`config.mk`:
```
export PLATFORM = sky130hd
export DESIGN_NAME = pipe_hazard_ctrl
export DESIGN_NICKNAME = d
export VERILOG_FILES = /design/src/rtl/pipe_hazard_pkg.sv /design/src/rtl/pipe_hazard_lu_detect.sv /design/src/rtl/pipe_hazard_ctrl.sv
export SDC_FILE = /design/constraint.sdc
export NUM_CORES = 1
export LEC_CHECK = 0
export BUFFER_PORTS_ARGS = -buffer_cell sky130_fd_sc_hd__buf_4
export CAP_MARGIN = 20
export CORE_MARGIN = 4
export CORE_UTILIZATION = 39
export CTS_CLUSTER_SIZE = 16
export DETAILED_ROUTE_END_ITERATION = 10
export MAX_ROUTING_LAYER = met4
export PLACE_DENSITY = 0.81
export SLEW_MARGIN = 5
export SYNTH_ARGS = -nofsm -noshare
export SYNTH_HDL_FRONTEND = slang
export SYNTH_HIERARCHICAL = 1
export SYNTH_SLANG_ARGS = --single-unit
```
`constraint.sdc`:
```
create_clock -name clk -period 1.6 [get_ports clk]
set_input_delay 0.16 -clock clk [delete_from_list [all_inputs] [get_ports clk]]
set_output_delay 0.16 -clock clk [all_outputs]
set_load 0.02 [all_outputs]
```
`src/rtl/pipe_hazard_pkg.sv`:
```
// ============================================================================
// Module  : pipe_hazard_pkg
// Brief   : Shared state encodings and constants for the pipeline sequencer.
// Revision: 1.0
// ============================================================================
`default_nettype none

package pipe_hazard_pkg;

  typedef enum logic [1:0] {
    PHC_RUN      = 2'd0,
    PHC_BR_WAIT  = 2'd1,
    PHC_MDU_BUSY = 2'd2
  } phc_state_e;

  localparam logic [1:0] BRANCH_NONE     = 2'b00;
  localparam int         MDU_MAX_CYC_DEF = 64;

endpackage

`default_nettype wire

```
`src/rtl/pipe_hazard_lu_detect.sv`:
```
// ============================================================================
// Module  : pipe_hazard_lu_detect
// Brief   : Combinational load-use comparator, shared with the forwarding unit.
// Revision: 1.0
// ============================================================================
`default_nettype none

module pipe_hazard_lu_detect #(
  parameter int REG_ADDR_W = 5
) (
  input  logic                  ex_memread,
  input  logic [REG_ADDR_W-1:0] ex_rd,
  input  logic [REG_ADDR_W-1:0] id_rs1,
  input  logic [REG_ADDR_W-1:0] id_rs2,
  output logic                  lu
);

  // x0 is hardwired zero, so a load into it never creates a dependency.
  assign lu = ex_memread && (ex_rd != '0) && ((ex_rd == id_rs1) || (ex_rd == id_rs2));

endmodule

`default_nettype wire

```
`src/rtl/pipe_hazard_ctrl.sv`:
```
// ============================================================================
// Module  : pipe_hazard_ctrl
// Brief   : Pipeline stall/flush sequencer (load-use, branch, MDU + watchdog).
//           Optional perf counters enabled by macro PIPE_HAZARD_PERF_EN.
// Revision: 1.0
// ============================================================================
`default_nettype none

module pipe_hazard_ctrl
  import pipe_hazard_pkg::*;
#(
  parameter int REG_ADDR_W  = 5,
  parameter int MDU_MAX_CYC = MDU_MAX_CYC_DEF,
  parameter int CNT_W       = 32
) (
  input  logic                  clk,
  input  logic                  rst,
  input  logic [1:0]            branch,
  input  logic [REG_ADDR_W-1:0] id_rs1,
  input  logic [REG_ADDR_W-1:0] id_rs2,
  input  logic [REG_ADDR_W-1:0] ex_rd,
  input  logic                  ex_memread,
  input  logic                  br_valid,
  input  logic                  mdu_start,
  input  logic                  mdu_done,
  output logic                  pc_stall,
  output logic                  if_id_stall,
  output logic                  if_id_flush,
  output logic                  id_ex_stall,
  output logic                  id_ex_flush,
  output logic                  ex_mem_flush,
  output logic                  mdu_timeout,
  output logic                  busy
`ifdef PIPE_HAZARD_PERF_EN
  ,
  output logic [CNT_W-1:0]      perf_lu_cnt,
  output logic [CNT_W-1:0]      perf_br_cnt,
  output logic [CNT_W-1:0]      perf_mdu_cnt
`endif
);

  localparam int WD_W = (MDU_MAX_CYC > 2) ? $clog2(MDU_MAX_CYC) : 1;
  localparam logic [WD_W-1:0] WD_LIMIT = WD_W'(MDU_MAX_CYC - 1);

  phc_state_e      state, state_nxt;
  logic [WD_W-1:0] wd_cnt;
  logic            lu;
  logic            timeout_set;
  logic            to_flag;

  pipe_hazard_lu_detect #(
    .REG_ADDR_W (REG_ADDR_W)
  ) u_lu_detect (
    .ex_memread (ex_memread),
    .ex_rd      (ex_rd),
    .id_rs1     (id_rs1),
    .id_rs2     (id_rs2),
    .lu         (lu)
  );

  always_comb begin
    state_nxt    = state;
    timeout_set  = 1'b0;
    pc_stall     = 1'b0;
    if_id_stall  = 1'b0;
    if_id_flush  = 1'b0;
    id_ex_stall  = 1'b0;
    id_ex_flush  = 1'b0;
    ex_mem_flush = 1'b0;
    case (state)
      PHC_RUN: begin
        if (mdu_start) begin
          pc_stall     = 1'b1;
          if_id_stall  = 1'b1;
          id_ex_stall  = 1'b1;
          ex_mem_flush = 1'b1;
          state_nxt    = PHC_MDU_BUSY;
        end else if (lu) begin
          pc_stall    = 1'b1;
          if_id_stall = 1'b1;
          id_ex_flush = 1'b1;
        end else if (branch != BRANCH_NONE) begin
          pc_stall    = 1'b1;
          if_id_flush = 1'b1;
          state_nxt   = PHC_BR_WAIT;
        end
      end
      PHC_BR_WAIT: begin
        // Releasing the PC in the resolve cycle lets it load target or PC+4.
        if_id_flush = 1'b1;
        if (br_valid) state_nxt = PHC_RUN;
        else          pc_stall  = 1'b1;
      end
      PHC_MDU_BUSY: begin
        if (mdu_done) begin
          state_nxt = PHC_RUN;
        end else begin
          pc_stall     = 1'b1;
          if_id_stall  = 1'b1;
          id_ex_stall  = 1'b1;
          ex_mem_flush = 1'b1;
          if (wd_cnt == WD_LIMIT) begin
            timeout_set = 1'b1;
            state_nxt   = PHC_RUN;
          end
        end
      end
      default: state_nxt = PHC_RUN;
    endcase
    if (rst) begin
      pc_stall     = 1'b0;
      if_id_stall  = 1'b0;
      if_id_flush  = 1'b0;
      id_ex_stall  = 1'b0;
      id_ex_flush  = 1'b0;
      ex_mem_flush = 1'b0;
    end
  end

  always_ff @(posedge clk or posedge rst) begin
    if (rst) begin
      state   <= PHC_RUN;
      wd_cnt  <= '0;
      to_flag <= 1'b0;
    end else begin
      state <= state_nxt;
      if (state == PHC_MDU_BUSY && state_nxt == PHC_MDU_BUSY) wd_cnt <= wd_cnt + WD_W'(1);
      else                                                      wd_cnt <= '0;
      if (timeout_set) to_flag <= 1'b1;
    end
  end

  assign mdu_timeout = to_flag && !rst;
  assign busy        = (state != PHC_RUN) && !rst;

`ifdef PIPE_HAZARD_PERF_EN
  logic lu_ev, br_ev, mdu_ev;

  assign lu_ev  = (state == PHC_RUN) && !mdu_start && lu;
  assign br_ev  = (state == PHC_BR_WAIT) ||
                  ((state == PHC_RUN) && !mdu_start && !lu && (branch != BRANCH_NONE));
  assign mdu_ev = (state == PHC_MDU_BUSY) || ((state == PHC_RUN) && mdu_start);

  always_ff @(posedge clk or posedge rst) begin
    if (rst) begin
      perf_lu_cnt  <= '0;
      perf_br_cnt  <= '0;
      perf_mdu_cnt <= '0;
    end else begin
      if (lu_ev  && perf_lu_cnt  != '1) perf_lu_cnt  <= perf_lu_cnt  + CNT_W'(1);
      if (br_ev  && perf_br_cnt  != '1) perf_br_cnt  <= perf_br_cnt  + CNT_W'(1);
      if (mdu_ev && perf_mdu_cnt != '1) perf_mdu_cnt <= perf_mdu_cnt + CNT_W'(1);
    end
  end
`endif

`ifndef SYNTHESIS
  a_no_mdu_in_br : assert property (@(posedge clk) disable iff (rst)
                                    !(state == PHC_BR_WAIT && mdu_start));
`endif

endmodule

`default_nettype wire

```
==> results.cfg <==
[cts]
clockBufferDepth = 2
cts_root_buf = clkbuf_4
clock_latency_ns = 0.26
cts_sinks = 9
cts_tree = done
cts_max_level = 1
cts_buffers = 3
clkTransAtPathRegs_ns = 0.06

[logic_synthesis]
ys_warn_count = 6
ys_ff_latch = 9
synth_area_um2 = 631
yosysTopAreaCell = dfrtp_1
yosysUniqueCellTypes = 26
syn-num-nets = 95
yosys-top-cells-area = dfrtp_1 (36%), xor2_1 (11%), xnor2_1 (6.9%)
syn_inst = 71
ys_seq_area_share_pct = 35.7
synth_top_area_share_pct = 35.7
syn-mean-instance-area_um2 = 8.88

[setup_path]
ff2ff_setup_slack_ns = 0.13
criticalPathCategory = input port to output port
worstReg2RegStart = state[0]$_DFF_PP0_
crit_required_ns = 1.44
crit_path_max_incr_delay_ns = 0.54
worst_setup_path_start_kind = input port
cp_cell_sequence = buf_6 > or4_4 > o21ai_4 > a21oi_2 > or4_4 > o21ai_2 > nor3b_4 > buf_6
ff2ff_path_depth = 4
cp_slowest_cell = or4_4
cpLargestDelayFamily = simple AND/OR/NAND/NOR gates
timing.rr.end = wd_cnt[3]$_DFF_PP0_
worst-path-buf-inv = 2
crit_arrival_ns = 1.93
crit_fanout = 3
worst_setup_path_end_kind = output port

[timing]
fin_crit_ns = 2.09
whs_ns = 0.102
fin_ws_ns = -0.486
rsz0062_at_grt = yes
timing_hold_violations_final = 0
clock-skew-final_ns = 0.00256
fmax_mhz = 479
worstMarginPinSlew_ns = 0.387
finalCritPeriodShare_pct = 130
slew_violations = 0
fin_setup_tns_ns = -1.22
max_slew_margin_pct = 74.2
setup_viol = 4

[global_routing]
grt_pass1_wl_um = 3080
grt_use_total_pct = 19.8
grt.overflow.total = 0
grt_util_met2_pct = 34.9
use_met1_pct = 22.8
grt_max_degree = 10
grt_busiest_layer = met2
grt_pass1_vias = 723
met3_usage_pct = 3.69
antenna_found_initial = 0

[hold_path]
holdPathStages = 2
min_from = br_valid
hold_path_class = input port to register
hold_end = state[0]$_DFF_PP0_

[cells_and_area]
syn2layout_area_growth_pct = 66.9
final_cell_mix = buf_4 (33), nor2_1 (10), dfrtp_1 (9)
drive_gt1_share_pct = 48.2
final_common_cell = buf_4
antenna_cells = 0
nets = 139

[floorplanning]
die_width_um = 48.2
ioPinCount = 31
die-area_um2 = 2320
fp-row-count = 14
floorplan.die.height_um = 48.2
coreArea_um2 = 1520
start_util_pct = 41.4

[run]
cap_viol_max_count = 0

[routing]
vias = 689
wire_per_inst_um = 15.6
dr.pass1.iters = 4
drc = 0
drt_iter0_drc = 3
postRouteAntennaNets = 0
vias_per_cell = 5.30
drt-total-wl_um = 2030

[pwr]
p_leak_nw = 0.495
peakVddDrop_mv = 0.588
powerDensity_nw_per_um2 = 982
fin_total_pwr_mw = 1.03

[place]
port_buffers = 30
post-place-ws_ns = -0.512
place_hpwl_um = 1510
place_congestion = 0.794

[status]
outcome = finished with violations
violations = negative setup slack
-- registers in the layout, summed over array words and instances (netlist names) --
register and count:
to_flag 1, wd_cnt 6, state 2
-- stage by stage --
step                instance area [um^2]  cells  util [%]
finish                              1050    130      69.0
CTS                                 1030    130      67.5
global placement                     935    124      61.3
global route                        1050    130      69.0
detailed placement                   935    124      61.3
floorplan                            641     71         -
-- synth_stat cells, drive strengths merged --
cell type and instances:
dfrtp 9, o31ai 1, ha 1, xor2 8, or3b 1, mux2i 1
nor3 4, inv 5, or4 2, o32ai 2, nor2 11, nor3b 1
a21oi 3, nand2 4, o21bai 1, nand3 4, buf 2, o21ai 3
and4b 1, or3 1, a2111oi 1, xnor2 5
-- power breakdown --
group	switching, mW	total, mW	internal [mW]
combinational	0.298	0.575	0.277
sequential	0.0223	0.282	0.259
clock	0.0805	0.177	0.0962
-- metal layers --
layer / part of all wire (%) / vias to the layer above
li1: - / 334
met1: 41 / 332
met2: 54 / 21
met3: 4.1 / 2
met4: 0.54 / 0
met5: 0 / -
-- repair_timing --
item | CTS | global route
hold endpoints to repair | 9 | 0
gates resized for setup | 12 | 4
pin swaps | 4 | 0
hold buffers | 1 | 0
setup endpoints to repair | 4 | 5
buffers inserted | 1 | 0
-- how the worst max path moves through the flow --
stage,cells after the start,startpoint,endpoint
final,8,ex_rd[1],if_id_flush
after global routing,8,ex_rd[1],if_id_flush
after CTS,8,ex_rd[1],if_id_flush
after detailed placement,8,ex_rd[1],pc_stall
after global placement,8,ex_rd[1],pc_stall
after floorplan,6,ex_rd[1],if_id_flush
-- final cells by class --
cell class,count,area (um^2)
clock buffer,4,26.3
fill,123,472
inverter,5,18.8
multi-input combinational,55,425
sequential,9,225
tap,16,20.0
timing repair buffer,41,337
-- cell families (layout without fill, tap and decap cells) --
group,count (synthesis),after routing,synth area share (%)
AO/OA/AOI/OAI,11,11,12.5
XOR/XNOR,13,13,18.1
adder cells (fa/ha/maj),1,1,1.98
buffers and inverters,7,50,5.95
flip-flops,9,9,35.7
multiplexers,1,1,1.59
AND/OR/NAND/NOR,29,29,24.2
(Power assumes the default switching activity.)
